**config.mk**
```make
export PLATFORM = sky130hd
export DESIGN_NAME = register_bank
export DESIGN_NICKNAME = d
export VERILOG_FILES = /design/src/rtl/register_bank.sv
export SDC_FILE = /design/constraint.sdc
export NUM_CORES = 2
export LEC_CHECK = 0
export BUFFER_PORTS_ARGS = -buffer_cell sky130_fd_sc_hd__buf_2
export CORE_ASPECT_RATIO = 0.8
export CORE_UTILIZATION = 45
export CTS_CLUSTER_DIAMETER = 150
export CTS_CLUSTER_SIZE = 16
export DETAILED_ROUTE_END_ITERATION = 16
export SKIP_CTS_REPAIR_TIMING = 1
export SYNTH_ARGS = -nofsm -noshare
export SYNTH_HDL_FRONTEND = slang
export SYNTH_SLANG_ARGS = --single-unit
```
**constraint.sdc**
```tcl
create_clock -name clk -period 170.8 [get_ports clk]
set_input_delay 34.16 -clock clk [delete_from_list [all_inputs] [get_ports clk]]
set_output_delay 34.16 -clock clk [all_outputs]
set_load 0.02 [all_outputs]
```
**src/rtl/register_bank.sv**
```systemverilog
// 64 x 32 MIPS register file: two combinational read ports, one clocked write port, r0 reads as zero.
// Optional write-to-read forwarding is enabled by defining REGBANK_BYPASS_EN.
module register_bank #(
  parameter int DATA_WIDTH = 32,
  parameter int ADDR_WIDTH = 6
) (
  input  logic                  clk,
  input  logic                  reset,
  input  logic                  RegWrite,
  input  logic [ADDR_WIDTH-1:0] WriteRegister,
  input  logic [DATA_WIDTH-1:0] WriteData,
  input  logic [ADDR_WIDTH-1:0] ReadRegister1,
  input  logic [ADDR_WIDTH-1:0] ReadRegister2,
  output logic [DATA_WIDTH-1:0] ReadData1,
  output logic [DATA_WIDTH-1:0] ReadData2
);

  localparam int DEPTH = 2 ** ADDR_WIDTH;

  logic [DATA_WIDTH-1:0] regs_q [DEPTH];
  logic [DATA_WIDTH-1:0] regs_d [DEPTH];
  logic                  wr_en;

  // Writes to r0 are dropped here, so r0 stays at its reset value of zero.
  assign wr_en = RegWrite && (WriteRegister != '0);

  always_comb begin
    regs_d = regs_q;
    if (wr_en) begin
      regs_d[WriteRegister] = WriteData;
    end
  end

  always_ff @(posedge clk or posedge reset) begin
    if (reset) begin
      for (int i = 0; i < DEPTH; i++) begin
        regs_q[i] <= '0;
      end
    end else begin
      regs_q <= regs_d;
    end
  end

  // Reset and index 0 force zero on the read path, so r0 never depends on storage state.
  always_comb begin
    ReadData1 = regs_q[ReadRegister1];
    ReadData2 = regs_q[ReadRegister2];
`ifdef REGBANK_BYPASS_EN
    if (wr_en && (ReadRegister1 == WriteRegister)) begin
      ReadData1 = WriteData;
    end
    if (wr_en && (ReadRegister2 == WriteRegister)) begin
      ReadData2 = WriteData;
    end
`else
`endif
    if (reset || (ReadRegister1 == '0)) begin
      ReadData1 = '0;
    end
    if (reset || (ReadRegister2 == '0)) begin
      ReadData2 = '0;
    end
  end

endmodule

```
==> summary.md <==
| Metric | Value |
|---|---|
| First drt pass iteration count | `6` |
| Dpl ws | `just under 100 ns` |
| Share of Yosys cell area claimed by the top area cell type | `a little under half` |
| Die width | `551.1 um` |
| Syn Inst Count | `a little under 7000` |
| PwrDens | `between 9 and 10 mW/mm^2` |
| Post-route design area | `roughly 0.12 sq mm` |
| Unrepaired setup endpoints after global routing | `false` |
| Total gr overflow | `0` |
| #FFs+latches synth | `2048` |
| Clock-pin slew on the worst setup and hold paths | `0.07 ns` |
| Worst-Margin Slew | `1.457 ns` |
| CP startpoint kind | `input port` |
| Num CTS Buffers | `roughly 150` |
| Antenna Nets Post-Route | `0` |
| Crit share post-route | `roughly 43%` |
| Most common cell after layout, fill and taps aside | `dfrtp_1` |
| Total track usage | `around a third` |
| Min-delay src | `regs_q[2035]` |
| Max H-tree Level | `4` |
| Final Wtd Congestion | `0.8333` |
| Mux cell area share after synthesis | `between 40 and 50%` |
| CP arrival | `around 40 ns` |
| Dpl cell area | `about 0.11 sq mm` |
| Prevailing post-synth register cell | `dfrtp_1` |
| Starting Density | `a little under half` |
| Mean Syn Cell Area | `15.61 sq um` |
| Most frequent cells in the layout | `dfrtp_1, mux2_2, mux4_2, nand2_1, buf_4` |
| Via count | `~69000` |
| Clock Skew | `0 ns` |
| Routed WL per cell | `between 30 and 40 um` |
| Clock Latency Late Sink | `0.88 ns` |
| Die Height | `about 440 um` |
| Die area | `~0.24 sq mm` |
| Compound-Gate Fraction of Synth Area | `approximately 2.6%` |
| DRC | `0` |
| Initial antenna violation count | `45` |
| EDFF count, synth | `0` |
| CTS tree | `done` |
| Register area share after synthesis | `a little under half` |
| Fraction of synthesized cell area in xor and xnor cells | `0%` |
| Pin count of the biggest net entering global routing | `165` |
| Row count | `160` |
| Fillers | `between 20000 and 25000` |
| Max Fclk | `about 13 MHz` |
| Clock root cell | `clkbuf_16` |
| CP startpoint | `ReadRegister1[1]` |
| TNS Setup | `0 ns` |
| Post-route minimum period | `approximately 74 ns` |
| Largest family of logic cells by synthesized area | `multiplexers` |
| CP Class | `input port to primary output` |
| Final WL | `around 380000 um` |
| Max_cap viols | `0` |
| Peak supply drop | `roughly 8 uV` |
| Slew HR | `2.784%` |
| Port bufs | `around 120` |
| Top cells by area, synth | `dfrtp_1, mux4_2, mux2_2, mux2i_1, clkbuf_1` |
| Simple-Gate Fraction of Synth Area | `under 10%` |
| CP endpoint kind | `primary output` |
| Final setup fails | `0` |
| Biggest register | `regs_q` |
| Max Buffers Root-to-Sink | `4` |
| Vias per cell | `7.009` |
| Outcome | `complete, no violations` |
| FFs w/ async S/R, synth | `100.0%` |
| Core ar. | `around 0.24 sq mm` |
| P_leak | `approximately 51 nW` |
| Fin nets | `approximately 6700` |
| First-pass GRT wire length | `543100 um` |
| Final hold viol count | `0` |
| HPWL Detailed | `~220000 um` |
| Worst Path Max Fanout | `60` |
| WP data required | `~140 ns` |
| Yosys warning count | `0` |
| Synthesized cell area | `0.1086 sq mm` |
| Synth Area in Adders | `0%` |
| Post-synth top area cell | `dfrtp_1` |
| Area Growth Syn to Fin | `6.444%` |
| Syn Nets | `between 7000 and 8000` |
| HP Class | `flip-flop to flip-flop` |
| CTS sink count | `2048` |
| Max FFs per register | `between 2000 and 2500` |
| Final hold slack | `between 0.3 and 0.4 ns` |
| DR iter-0 viols | `8099` |
| R2R Path Start | `regs_q[649]` |
| Layout Utilization | `between 40% and 50%` |
| Largest registers | `regs_q x2048` |
| Final Slew Violations | `0` |
| IO Count | `approximately 120` |
| Netlist cell types | `46` |
| Vias in the first global route | `between 60000 and 70000` |
| Share of cells above drive strength 1 | `a little over half` |
| Final Worst Setup Slack | `roughly 97 ns` |
## critical path, stage by stage
cell      delay, ns
buf_8          0.49
buf_4          0.75
buf_4          0.66
buf_4          0.84
buf_4          0.78
mux4_2         0.35
o22ai_1        0.08
a211oi_1       0.93
o21ai_0        0.26
nand2_1        0.24
buf_2          0.21
## report_power, final
| part | total (mW) | switching (mW) | leakage, nW | internal [mW] |
|---|---|---|---|---|
| Combinational | 0.214 | 0.0932 | 22.1 | 0.121 |
| Sequential | 0.594 | 0.0464 | 27.3 | 0.548 |
| Clock | 0.342 | 0.179 | 1.95 | 0.162 |
## stage by stage
step	std cells	total power [mW]
finish	9784	1.150
global route	9775	1.193
CTS	9766	1.153
detailed placement	9605	0.8151
global placement	9604	0.8069
floorplan	6956	0.7578
## cell type report
class                   instances  area [sq um]  share of cell area [%]
diodes                         17         42.54                 0.03682
inverters                       6         37.54                 0.03249
well taps                    3159          3953                   3.421
repair buffers                296          2163                   1.872
multi-input cells            4097         54140                   46.86
clock inverters                 5         51.30                 0.04440
flip-flops and latches       2048         51250                   44.35
clock buffers                 156          3904                   3.379
## logic make-up (layout without fill, tap and decap cells)
kind of cell	count (synthesis)	count (layout)
DFF	2048	2048
AOI/OAI and AO/OA	408	408
other	0	17
muxes	3260	3260
and+or+nand+nor	429	429
buffers and inverters	811	463
## synthesized netlist by cell type (3+ instances only)
library cell	count
buf_2	218
mux2_2	1960
a32oi_1	31
inv_1	4
a211oi_1	50
or3_1	14
o22ai_1	72
nand2b_1	6
buf_1	170
o41ai_1	20
dfrtp_1	2048
mux2i_1	136
clkbuf_1	333
nand2_1	271
mux2_1	69
nand3_1	6
o21ai_1	9
o211ai_1	32
or2_2	6
a221oi_1	13
nand3b_1	3
nor3b_2	3
o21ai_0	76
a22oi_1	43
nor2_1	68
buf_6	20
a31oi_1	30
mux4_2	1095
nor2b_1	20
and3_1	21
buf_4	64
a21oi_1	3
a22o_1	12
a32o_1	12
## path summary, 6_finish.rpt
check / depth (start not counted) / slack [ns] / endpoint
worst max-delay path: 11 / 96.69 / ReadData1[26]
worst min-delay path: 0 / 0.40 / regs_q[2035]
worst max register to register: 1 / 169.97 / regs_q[649]
worst min register to register: 0 / 0.40 / regs_q[2035]
max in group asynchronous: 7 / 132.56 / regs_q[1431]
min in group asynchronous: 2 / 33.45 / regs_q[701]
## routing by layer
layer	vias to the layer above	track usage (%)	wire length, um
met5	-	0	158
met4	24	13.90	18590
met3	796	8.480	37880
met2	3557	46.24	168200
met1	38050	45.03	159600
li1	26140	-	-
(Power assumes the default switching activity.)
